### src/rtl/cic_rate_ctrl_if.sv
// cic_rate_ctrl_if: valid/ready output stream carrying decimated samples
interface cic_rate_ctrl_if #(
    parameter int INPUTWIDTH = 8
);
    logic                         m_valid;
    logic                         m_ready;
    logic signed [INPUTWIDTH-1:0] m_data;

    modport master (output m_valid, output m_data, input m_ready);
    modport slave  (input m_valid, input m_data, output m_ready);
endinterface

### src/rtl/cic_rate_ctrl.sv
// cic_rate_ctrl: CIC decimation-factor change sequencer and output gate; define CIC_DROP_CNT_EN to add the drop_cnt port
module cic_rate_ctrl #(
    parameter int INPUTWIDTH     = 8,
    parameter int N              = 4,
    parameter int MAX_D          = 16,
    parameter int DEFAULT_D      = 4,
    parameter int RST_CYCLES     = 2,
    parameter int SETTLE_SAMPLES = N + 2,
    localparam int DW            = $clog2(MAX_D) + 1
) (
    input  logic                         clk,
    input  logic                         rst,
    input  logic                         cfg_valid,
    output logic                         cfg_ready,
    input  logic [DW-1:0]                cfg_d,
    output logic                         cfg_err,
    output logic                         busy,
    output logic                         cic_rst,
    output logic [DW-1:0]                cic_d,
    input  logic                         cic_dclk,
    input  logic signed [INPUTWIDTH-1:0] cic_dout,
    cic_rate_ctrl_if.master              m
`ifdef CIC_DROP_CNT_EN
    ,
    output logic [15:0]                  drop_cnt
`endif
);
    localparam int RW = $clog2(RST_CYCLES + 1);
    localparam int SW = $clog2(SETTLE_SAMPLES + 1);

    typedef enum logic [1:0] {FLUSH, SETTLE, RUN} state_t;

    state_t        state;
    logic [RW-1:0] rst_cnt;
    logic [SW-1:0] settle_cnt;
    logic          cfg_legal;
    logic          accept;
    logic          load;
    logic          drop;

    assign cfg_ready = state == RUN;

    // request decode and output-register load/drop decisions
    always_comb begin
        cfg_legal = cfg_d >= DW'(2) && cfg_d <= DW'(MAX_D) && (cfg_d & (cfg_d - DW'(1))) == '0;
        accept    = cfg_valid && cfg_ready;
        load      = cfg_ready && cic_dclk && (!m.m_valid || m.m_ready);
        drop      = cfg_ready && cic_dclk && m.m_valid && !m.m_ready;
    end

    // rate-change sequencer: hold the filter in reset, then discard transient samples
    always_ff @(posedge clk) begin
        if (rst) begin
            state      <= FLUSH;
            cic_rst    <= 1'b1;
            cic_d      <= DW'(DEFAULT_D);
            busy       <= 1'b1;
            cfg_err    <= 1'b0;
            rst_cnt    <= '0;
            settle_cnt <= '0;
        end else begin
            cfg_err <= accept && !cfg_legal;
            case (state)
                FLUSH: begin
                    if (rst_cnt == RW'(RST_CYCLES - 1)) begin
                        state   <= SETTLE;
                        cic_rst <= 1'b0;
                        rst_cnt <= '0;
                    end else begin
                        rst_cnt <= rst_cnt + 1'b1;
                    end
                end
                SETTLE: begin
                    if (cic_dclk) begin
                        if (settle_cnt == SW'(SETTLE_SAMPLES - 1)) begin
                            state      <= RUN;
                            busy       <= 1'b0;
                            settle_cnt <= '0;
                        end else begin
                            settle_cnt <= settle_cnt + 1'b1;
                        end
                    end
                end
                default: begin
                    if (accept && cfg_legal) begin
                        state   <= FLUSH;
                        cic_d   <= cfg_d;
                        cic_rst <= 1'b1;
                        busy    <= 1'b1;
                    end
                end
            endcase
        end
    end

    // one-entry output register; a pending sample outlives a rate change
    always_ff @(posedge clk) begin
        if (rst) begin
            m.m_valid <= 1'b0;
            m.m_data  <= '0;
        end else if (load) begin
            m.m_valid <= 1'b1;
            m.m_data  <= cic_dout;
        end else if (m.m_ready) begin
            m.m_valid <= 1'b0;
        end
    end

`ifdef CIC_DROP_CNT_EN
    // saturating count of samples lost to backpressure since the last rate change
    always_ff @(posedge clk) begin
        if (rst || (accept && cfg_legal))
            drop_cnt <= '0;
        else if (drop && drop_cnt != 16'hFFFF)
            drop_cnt <= drop_cnt + 16'd1;
    end
`else
    logic unused_drop;
    assign unused_drop = drop;
`endif
endmodule

### src/flat_wrapper.sv
// flat-port wrapper written by rule: the top's interface ports become plain ports
module cic_rate_ctrl_flat 
#(
    parameter int INPUTWIDTH     = 8,
    parameter int N              = 4,
    parameter int MAX_D          = 16,
    parameter int DEFAULT_D      = 4,
    parameter int RST_CYCLES     = 2,
    parameter int SETTLE_SAMPLES = N + 2,
    localparam int DW            = $clog2(MAX_D) + 1
)
  (clk, rst, cfg_valid, cfg_ready, cfg_d, cfg_err, busy, cic_rst, cic_d, cic_dclk, cic_dout, m_m_valid, m_m_data, m_m_ready);
  cic_rate_ctrl_if #(.INPUTWIDTH(INPUTWIDTH)) m_i ();
  input  logic clk;
  input  logic rst;
  input  logic cfg_valid;
  output logic cfg_ready;
  input  logic [DW-1:0] cfg_d;
  output logic cfg_err;
  output logic busy;
  output logic cic_rst;
  output logic [DW-1:0] cic_d;
  input  logic cic_dclk;
  input  logic signed [INPUTWIDTH-1:0] cic_dout;
  output wire logic [$bits(m_i.m_valid)-1:0] m_m_valid;
  output wire logic [$bits(m_i.m_data)-1:0] m_m_data;
  input wire logic [$bits(m_i.m_ready)-1:0] m_m_ready;
  assign m_m_valid = m_i.m_valid;
  assign m_m_data = m_i.m_data;
  assign m_i.m_ready = m_m_ready;
  cic_rate_ctrl #(.INPUTWIDTH(INPUTWIDTH), .N(N), .MAX_D(MAX_D), .DEFAULT_D(DEFAULT_D), .RST_CYCLES(RST_CYCLES), .SETTLE_SAMPLES(SETTLE_SAMPLES)) u_core (.clk(clk), .rst(rst), .cfg_valid(cfg_valid), .cfg_ready(cfg_ready), .cfg_d(cfg_d), .cfg_err(cfg_err), .busy(busy), .cic_rst(cic_rst), .cic_d(cic_d), .cic_dclk(cic_dclk), .cic_dout(cic_dout), .m(m_i));
endmodule
### config.mk
export PLATFORM = sky130hd
export DESIGN_NAME = cic_rate_ctrl_flat
export DESIGN_NICKNAME = d
export VERILOG_FILES = /design/src/rtl/cic_rate_ctrl_if.sv /design/src/rtl/cic_rate_ctrl.sv /design/src/flat_wrapper.sv
export SDC_FILE = /design/constraint.sdc
export NUM_CORES = 1
export LEC_CHECK = 0
export ABC_AREA = 1
export BUFFER_PORTS_ARGS = -buffer_cell sky130_fd_sc_hd__buf_2
export CORE_ASPECT_RATIO = 0.8
export CORE_MARGIN = 2
export CORE_UTILIZATION = 47
export CTS_CLUSTER_DIAMETER = 50
export CTS_CLUSTER_SIZE = 28
export DETAILED_ROUTE_END_ITERATION = 10
export PLACE_DENSITY = 0.81
export SYNTH_ARGS = -nofsm -noshare
export SYNTH_HDL_FRONTEND = slang
export SYNTH_SLANG_ARGS = --single-unit
### constraint.sdc
create_clock -name clk -period 1.5 [get_ports clk]
set_input_delay 0.075 -clock clk [delete_from_list [all_inputs] [get_ports clk]]
set_output_delay 0.075 -clock clk [all_outputs]
set_load 0.005 [all_outputs]
# After elaboration in Yosys (flattened, before gate mapping)
# Index checks and enable logic that the tools add are counted.
# Widths: inputs -> output; s select.
[word_totals]
romBits = 0
memories = 0
out_inout_bits = 18
ram_bits = 0
input_bits = 18
ff_bits = 24
latch_bits = 0
[op_classes]
n_mux = 15
magnitude_cmp = 2
div = 0
reduce_logical = 22
bitwise_logic = 4
mul = 0
n_shift = 0
addsub = 3
n_eq_ne = 7
[op_table]
columns = ["op", "n"]
rows = [
  ["$mux 2", 5],
  ["$reduce_and 4->1", 2],
  ["$logic_and 1x1->1", 7],
  ["$mux 1", 6],
  ["$reduce_bool 2->1", 3],
  ["$and 5x5->5", 1],
  ["$ge 5x2->1 const B", 1],
  ["$le 5x5->1 const B", 1],
  ["$logic_not 5->1", 1],
  ["$sub 5x1->5 const B", 1],
  ["$eq 2x1->1 const B", 2],
  ["$ne 2x1->1 const B", 2],
  ["$pmux 1 s2", 2],
  ["$pmux 2 s2", 1],
  ["$reduce_and 2->1", 2],
  ["$add 3x1->3 const B", 1],
  ["$eq 3x3->1 const B", 1],
  ["$mux 3", 1],
  ["$not 1->1", 3],
  ["$reduce_and 3->1", 1],
  ["$reduce_bool 3->1", 1],
  ["$add 2x1->2 const B", 1],
  ["$eq 2x2->1 const B", 1],
  ["$logic_not 1->1", 2],
  ["4 further kinds", 4],
]

# Logic depth before layout (Yosys ltp)
# Gate-level depths: netlist of the first run.
[logic_depth]
ltp_word = 7
depth_mapped = 8
depth_no_buf = 8

# Worst setup path before layout of the first run
# Ideal clock, no wire load.
[synth_timing]
path_type = "register to register"
from = "register u_core.state[1]"
to = "register u_core.busy"
setup_slack_ps = 420
path_buffers = 0
stages_incl_launch_ff = 8
required_ps = 1388
arrival_time_ps = 968
path_cell_list = "dfxtp_1 > nand2_2 > nor2_4 > nand4_4 > o21ai_0 > nand2_1 > nand2_1 > nand2_1"
[synth_via]
elab_chain_cells = 5
[synth_rtl]
columns = ["item", "line_no", "rtl"]
rows = [
  ["from (decl)", "cic_rate_ctrl.sv:33", "state_t state;"],
  ["from (signal assigned)", "cic_rate_ctrl.sv:54", "state <= FLUSH;"],
  ["from (signal assigned)", "cic_rate_ctrl.sv:66", "state <= SETTLE;"],
  ["from (signal assigned)", "cic_rate_ctrl.sv:76", "state <= RUN;"],
  ["$eq 2x2->1", "cic_rate_ctrl.sv:41", "assign cfg_ready = state == RUN;"],
  ["$logic_and 1x1->1", "cic_rate_ctrl.sv:46", "accept = cfg_valid && cfg_ready;"],
  ["$logic_and 1x1->1", "cic_rate_ctrl.sv:85", "if (accept && cfg_legal) begin"],
  ["$reduce_bool 2->1 (no source line)", "n/a", ""],
  ["$reduce_and 4->1 (no source line)", "n/a", ""],
  ["to (signal assigned)", "cic_rate_ctrl.sv:57", "busy <= 1'b1;"],
  ["to (signal assigned)", "cic_rate_ctrl.sv:77", "busy <= 1'b0;"],
  ["to (signal assigned)", "cic_rate_ctrl.sv:89", "busy <= 1'b1;"],
  ["to (decl)", "cic_rate_ctrl.sv:17", "output logic busy,"],
]
# Parallel ways exist; a longest one is shown, timed or not.
# A chain may end at the register's enable or synchronous reset.

# Worst setup path in the final report of the first run
[layout_timing]
from = "register u_core.state[1]"
to = "register u_core.cic_d[3]"
[layout_via]
elab_chain_cells = 4
[layout_rtl]
columns = ["item", "line_no", "rtl"]
rows = [
  ["$eq 2x1->1 (tied with other cells)", "cic_rate_ctrl.sv:63", "case (state)"],
  ["$reduce_or 2->1 (no source line) / $logic_and 1x1->1 (equally long branches)", "n/a", ""],
  ["$not 1->1 (no source line) / $logic_and 1x1->1 (equally long branches)", "n/a", ""],
  ["$reduce_and 2->1 (no source line) *", "n/a", ""],
  ["to (signal assigned)", "cic_rate_ctrl.sv:56", "cic_d <= DW'(DEFAULT_D);"],
  ["to (signal assigned)", "cic_rate_ctrl.sv:87", "cic_d <= cfg_d;"],
  ["to (decl)", "cic_rate_ctrl.sv:19", "output logic [DW-1:0] cic_d,"],
]
# Mark *: on every way between the ends. The rest lies on a longest branch, timed or not.

==> results.md, run 1 <==
## Timing
• 0 — final count of negative-setup-slack endpoints
• 81.0% — final cycle utilization of the critical path
• 72.2% — Max-Slew Margin vs Limit
• 0 — final count of hold timing violations
• 1.21 ns — fin crit period
• 0.00125 ns — clock skew after layout
• 0 — Slew Viols, Final
• 0.285 ns — post-layout worst setup margin
• 823 MHz — maximum clock rate
• 0 ns — accumulated negative setup slack
• no — RSZ-0062 raised after global routing
• 0.416 ns — actual slew at the worst max-slew pin

## Drt
• 910 — vias post-DR
• 2.05 mm — Routed WL
• 0 — Antenna Violating Nets Remaining
• 4 — first-pass detailed-route iteration total
• 4.74 — Via-to-Cell Ratio
• 17 — Initial DRC Count
• 0 — DRC violation count after routing
• 10.7 um — detailed-route wire length per cell

## Layout
• 0 — n_diodes
• 29.2% — share of cells above drive strength 1
• 22.0% — area delta synth->final
• 189 — filler cell count in the final layout
• 188 — nets

## Placement
• 35 — Port-buffer cells
• 0.306 ns — setup slack at placement
• 1.64 mm — placed wire-length estimate
• 0.725 — weighted congestion at the end of routability-driven global placement

## Synthesis
• dfxtp_1, nand2_1, nor2_1, o21ai_0, inv_1 — cells taking the most area after synthesis
• 988 sq um — Synth Cell Area
• 17 — count of different cell masters after synthesis
• 150 — post-synth net total
• 24 — Seq cells post-synth
• 0% — share of synthesized registers carrying an async set or reset
• 132 — gate count after technology mapping
• dfxtp_1 — dominant synthesized flop cell
• 0 — warning count from the yosys run
• dfxtp_1 — top cell type by total area after synthesis
• 0 — Post-synth EDFFs
• 48.6% — part of the Yosys area used for sequential elements
• 7.49 sq um — mean area per synthesized cell
• dfxtp_1, nand2_1, nor2_1 — list of most frequent post-synthesis cells
• 48.6% — Synth top area share

## Critical path
• register — Critical Path Source Type
• 0.29 ns — worst reg-to-reg setup slack
• 1.75 ns — required time of the critical path
• register — endpoint kind of the worst setup timing path
• 6 — number of cells traversed by the worst register-to-register path
• u_core.cic_d[3]$_SDFFE_PP0P_ — endpoint of the worst-slack reg-to-reg timing path
• reg -> reg — classification of the worst setup path
• 9 — largest driver fanout on the critical path
• u_core.cic_d[3]$_SDFFE_PP0P_ — crit path capture
• u_core.state[1]$_SDFFE_PP0P_ — RR Startpoint
• 1.46 ns — signal arrival time at the worst endpoint
• u_core.state[1]$_SDFFE_PP0P_ — launching instance or port of the critical path

## Floorplanning
• 55.3 um — horizontal die dimension
• 14 — Core Rows
• 51.3% — initial standard-cell utilization of the core
• 1930 sq um — floorplan core area
• 45.0 um — chip height
• 36 — number of I/O pins
• 2490 sq um — floorplan die area

## Clock tree
• 0.31 ns — Clk Latency, worst-skew pair
• 24 — TritonCTS sink count
• 0.12 ns — Clock transition at path regs
• 3 — TritonCTS Buffers
• built — clock tree from TritonCTS
• 0 — hold buffer count at cts
• 1 — H-Tree Depth
• 0 — post-cts gate resize count
• 2 — deepest clock path buffer count
• 0 — number of buffers added for setup after CTS
• clkbuf_4 — clk root buf

## Global routing
• 18.4% — total global routing track utilization
• 0 — number of antenna violations at the first check in global routing
• 17 — largest net degree at the start of global routing
• 880 — via count of the first global-routing pass
• 0 — sum of overflow across all layers after global routing
• 3.59 mm — wire length of the first global-routing pass

## Min path
• in -> reg — path class of the lowest-slack min-delay path
• rst — source of the worst hold timing path

## Run
• 0 — max-capacitance violation count

## Power
• 0.961 mV — worst ir drop on vdd
• 0.595 nW — cell leakage power
• 1250 nW/um^2 — total power divided by cell area

## Status
• completed — result of the run

==> flip-flops by register name, summed over array words and instances, names as in the netlist <==
register and count:
u_core.busy 1, u_core.cfg_err 1, u_core.cic_d 5, u_core.cic_rst 1
u_core.m.m_data 8, u_core.m.m_valid 1, u_core.rst_cnt 2, u_core.settle_cnt 3
u_core.state 2
==> through the flow <==
stage | util [%] | std cells | hold slack, ns | power, W | cell area [sq um]
finish | 62.6 | 192 | 0.00657 | 0.00151 | 1210
detailed placement | 61.4 | 189 | 0.339 | 0.00125 | 1180
CTS | 62.6 | 192 | 0.00282 | 0.00152 | 1210
global placement | 61.4 | 189 | 0.327 | 0.00123 | 1180
global route | 62.6 | 192 | 0.0138 | 0.00163 | 1210
floorplan | - | 132 | 0.218 | 0.00111 | 988
==> final cells by class <==
type,count,area (sq um),share of cell area (%)
Timing Repair Buffer,35,175,14.5
Multi-Input combinational cell,86,423,35.1
Tap cell,24,30.0,2.49
Clock buffer,3,22.5,1.87
Sequential cell,24,480,39.8
Inverter,20,75.1,6.22
==> logic make-up after synthesis <==
family	count (synthesis)	synth area share, %
and+or+nand+nor	59	28.5
DFF	24	48.6
AOI/OAI and AO/OA	27	14.3
buffers and inverters	22	8.61
==> power breakdown <==
part / leakage [nW] / internal, W / switching (W)
Clock: 0.0138 / 0.0000939 / 0.000178
Combinational: 0.387 / 0.000176 / 0.000271
Sequential: 0.195 / 0.000730 / 0.0000570
Total: 0.595 / 0.00100 / 0.000506
==> cells in the final DEF, fill, tap and decap left out, drive strengths merged <==
master and n:
a21oi 9, a22oi 1, a31oi 1, buf 35
clkbuf 3, dfxtp 24, inv 20, nand2 27
nand3 6, nand4 1, nor2 25, o211ai 1
o21ai 15
==> how the worst min path moves through the flow <==
stage / to / slack [ns] / depth (start not counted)
global route: u_core.m.m_data[1]$_SDFFE_PP0P_ / 0.01 / 3
CTS: u_core.m.m_valid$_SDFFE_PP0P_ / 0.003 / 2
global placement: u_core.m.m_data[7]$_SDFFE_PP0P_ / 0.33 / 3
finish: u_core.state[0]$_SDFFE_PP0P_ / 0.007 / 2
detailed placement: u_core.m.m_data[2]$_SDFFE_PP0P_ / 0.34 / 3
floorplan: u_core.cic_d[1]$_SDFFE_PP0P_ / 0.22 / 2
==> per-layer routing <==
| metal | share of wire [%] | vias to the layer above | GRT usage [%] | routed length [um] |
|---|---|---|---|---|
| met5 | 0 | - | 0 | 0 |
| met1 | 46 | 398 | 20.0 | 942 |
| met4 | 0.63 | 0 | 3.41 | 13 |
| li1 | - | 490 | - | - |
| met3 | 5.2 | 2 | 6.30 | 106 |
| met2 | 48 | 20 | 35.7 | 989 |
==> worst max-delay path: stages (launching register included) <==
cell and delay [ns]:
dfxtp_1 0.42, nand2_2 0.11, nor2_4 0.12, nand4_4 0.18, inv_2 0.12, o21ai_1 0.06, a21oi_1 0.14
No activity file was read; power rests on OpenSTA's default activity.
==> run 2: changes to the inputs <==
clock period = 1.15 ns   (was 1.5 ns; I/O delays follow)
==> run 2 against run 1 <==
Against the previous run:
- register-to-register slack lost 0.28 ns
- global-route usage is 2.9 points higher
- critical path depth grew 1
- largest cell class unchanged
==> results.md, run 2 (synthesis results as in run 1) <==
## Run
• 0 — max-capacitance violation count, unchanged

## Critical path
• 1.41 ns — required time of the critical path, was 1.75 ns
• 0.005 ns — worst reg-to-reg setup slack, was 0.29 ns
• register — Critical Path Source Type, unchanged
• 1.41 ns — signal arrival time at the worst endpoint, was 1.46 ns
• register — endpoint kind of the worst setup timing path, unchanged
• 0.38 ns — stage delay of the slowest cell on the critical path, was 0.42 ns
• 7 — number of cells traversed by the worst register-to-register path, was 6
• u_core.state[0]$_SDFFE_PP0P_ — launching instance or port of the critical path, was u_core.state[1]$_SDFFE_PP0P_
• dfxtp_4 — worst-path cell with the longest stage delay, was dfxtp_1
• u_core.cic_d[1]$_SDFFE_PP0P_ — crit path capture, was u_core.cic_d[3]$_SDFFE_PP0P_
• u_core.cic_d[1]$_SDFFE_PP0P_ — endpoint of the worst-slack reg-to-reg timing path, was u_core.cic_d[3]$_SDFFE_PP0P_
• reg -> reg — classification of the worst setup path, unchanged
• inv_2 — crit-path most repeated cell
• u_core.state[0]$_SDFFE_PP0P_ — RR Startpoint, was u_core.state[1]$_SDFFE_PP0P_
• inv_2, nand2_4, nor2_4, nand4_4, inv_2, nand2_1, a21oi_2 — critical-path cell list, was nand2_2, nor2_4, nand4_4, inv_2, o21ai_1, a21oi_1
• 5 — largest driver fanout on the critical path, was 9

## Layout
• buf_2, nand2_1, dfxtp_1 — commonest cells after routing, fill and taps aside, unchanged
• 38.9% — area delta synth->final, was 22.0%
• u_core.m.m_data x8, u_core.cic_d x5, u_core.settle_cnt x3 — leading registers by flop count, unchanged
• 162 — filler cell count in the final layout, was 189
• u_core.m.m_data — largest reg by FF count, unchanged
• 36.1% — share of cells above drive strength 1, was 29.2%
• 0 — n_diodes, unchanged
• buf_2 — most frequent standard cell in the layout excluding fill and tap cells, unchanged
• 204 — non-filler cells, final, was 192
• 199 — nets, was 188
• 8 — max FFs per register, unchanged

## Clock tree
• 2 — deepest clock path buffer count, unchanged
• 1 — H-Tree Depth, unchanged
• built — clock tree from TritonCTS, unchanged
• 24 — TritonCTS sink count, unchanged
• 0.32 ns — Clk Latency, worst-skew pair, was 0.31 ns
• 3 — TritonCTS Buffers, unchanged
• 0.13 ns — Clock transition at path regs, was 0.12 ns
• clkbuf_4 — clk root buf, unchanged

## Drt
• 4 — first-pass detailed-route iteration total, unchanged
• 0 — DRC violation count after routing, unchanged
• 12.0 um — detailed-route wire length per cell, was 10.7 um
• 2.45 mm — Routed WL, was 2.05 mm
• 0 — Antenna Violating Nets Remaining, unchanged
• 4.86 — Via-to-Cell Ratio, was 4.74
• 991 — vias post-DR, was 910
• 18 — Initial DRC Count, was 17

## Power
• 20.0% — clock network fraction of total power, was 18.1%
• 34.5% — Switching Share, was 33.6%
• 0.00147 W — Cell Int Power, was 0.00100 W
• 47.3% — sequential share of power, was 52.3%
• 0.658 nW — cell leakage power, was 0.595 nW
• 1.40 mV — worst ir drop on vdd, was 0.961 mV
• 0.00224 W — Final Total Pwr, was 0.00151 W
• 1630 nW/um^2 — total power divided by cell area, was 1250 nW/um^2
• 32.8% — proportion of power drawn by combinational gates, was 29.7%
• 0.000771 W — net switching power of the design, was 0.000506 W

## Timing
• 1.15 ns — fin crit period, was 1.21 ns
• 0 — Slew Viols, Final, unchanged
• 0 — final count of negative-setup-slack endpoints, unchanged
• 0.00236 ns — clock skew after layout, was 0.00125 ns
• 81.1% — Max-Slew Margin vs Limit, was 72.2%
• 0.284 ns — actual slew at the worst max-slew pin, was 0.416 ns
• 873 MHz — maximum clock rate, was 823 MHz
• 0 — final count of hold timing violations, unchanged
• 0.00871 ns — hold slack, was 0.00657 ns
• yes — RSZ-0062 raised after global routing, was no
• 99.6% — final cycle utilization of the critical path, was 81.0%

## Floorplanning
• 55.3 um — horizontal die dimension, unchanged
• 36 — number of I/O pins, unchanged
• 14 — Core Rows, unchanged
• 45.0 um — chip height, unchanged
• 2490 sq um — floorplan die area, unchanged
• 51.3% — initial standard-cell utilization of the core, unchanged
• 1930 sq um — floorplan core area, unchanged

## Global routing
• 21.2% — total global routing track utilization, was 18.4%
• 4.07 mm — wire length of the first global-routing pass, was 3.59 mm
• 0 — sum of overflow across all layers after global routing, unchanged
• 0 — number of antenna violations at the first check in global routing, unchanged
• 922 — via count of the first global-routing pass, was 880
• 14 — largest net degree at the start of global routing, was 17

## Placement
• 0.718 — weighted congestion at the end of routability-driven global placement, was 0.725
• 1.69 mm — placed wire-length estimate, was 1.64 mm
• 192 — DP Cell Count, was 189
• 35 — Port-buffer cells, unchanged

## Min path
• in -> reg — path class of the lowest-slack min-delay path, unchanged

## Status
• completed — result of the run, unchanged

==> run 2: cell count changes in the layout (fill, tap and decap cells not counted), sizes merged <==
cell         previous run  this run
dlygate4sd3             0         5
buf                    35        40
nand4                   1         2
clkbuf                  3         4
==> run 2: per-layer routing <==
layer | up-vias | track usage [%] | routed length (um)
met5 | - | 0 | 0
met4 | 0 | 5.85 | 25
met3 | 4 | 5.16 | 124
met2 | 23 | 39.8 | 1230
met1 | 450 | 24.9 | 1070
li1 | 514 | - | -
==> run 2: worst min path at each step <==
| stage | start | end | slack [ns] | cells after the start |
|---|---|---|---|---|
| 2_1_floorplan | cfg_d[1] | u_core.cic_d[1]$_SDFFE_PP0P_ | 0.20 | 2 |
| 3_3_place_gp | cic_dout[7] | u_core.m.m_data[7]$_SDFFE_PP0P_ | 0.31 | 3 |
| 3_5_place_dp | cic_dout[5] | u_core.m.m_data[5]$_SDFFE_PP0P_ | 0.32 | 3 |
| 4_1_cts | cfg_d[1] | u_core.cic_d[1]$_SDFFE_PP0P_ | 0.005 | 3 |
| 5_1_grt | cfg_d[4] | u_core.cic_d[4]$_SDFFE_PP0P_ | 0.009 | 3 |
| 6_report | cic_dout[4] | u_core.m.m_data[4]$_SDFFE_PP0P_ | 0.009 | 3 |
==> run 2: power groups by stage <==
stage / Clock (W) / Combinational (W) / Sequential, W
floorplan: 0 / 0.000401 / 0.00104
global placement: 0 / 0.000586 / 0.00103
detailed placement: 0 / 0.000615 / 0.00104
CTS: 0.000453 / 0.000657 / 0.00104
global route: 0.000479 / 0.000841 / 0.00107
finish: 0.000446 / 0.000732 / 0.00106
==> run 2: layout make-up <==
class	instances	area (sq um)	share of cell area, %
Timing Repair Buffer	45	263	19.1
Inverter	20	77.6	5.65
Clock buffer	4	36.3	2.64
Sequential cell	24	489	35.6
Tap cell	24	30.0	2.19
Multi-Input combinational cell	87	477	34.7
==> run 2: timing repair <==
| item | 4_1_cts | 5_1_grt |
|---|---|---|
| hold buffers | 5 | 0 |
| endpoints found under the hold margin | 5 | 0 |
| pin swaps | 3 | 3 |
| resized for setup | 4 | 17 |
| buffers inserted | 2 | 0 |
| setup endpoints to repair | 7 | 20 |
| gates cloned | 1 | 0 |
==> run 2: per-stage QoR <==
step	worst slack (ns)	setup TNS, ns	utilization (%)	area [sq um]
6_report	0.00453	0	71.2	1370
5_1_grt	-0.0715	-0.329	71.2	1370
4_1_cts	0.00583	0	68.9	1330
3_5_place_dp	-0.0463	-0.145	62.6	1210
3_3_place_gp	0.0285	0	62.6	1210
2_1_floorplan	0.0704	0	-	988
==> run 2: worst max-delay path, delay by kind of cell (launching register included) <==
family          cells  cell delay [ns]
simple gates        4             0.39
flops               1             0.38
buf+inv             2             0.19
compound gates      1             0.12
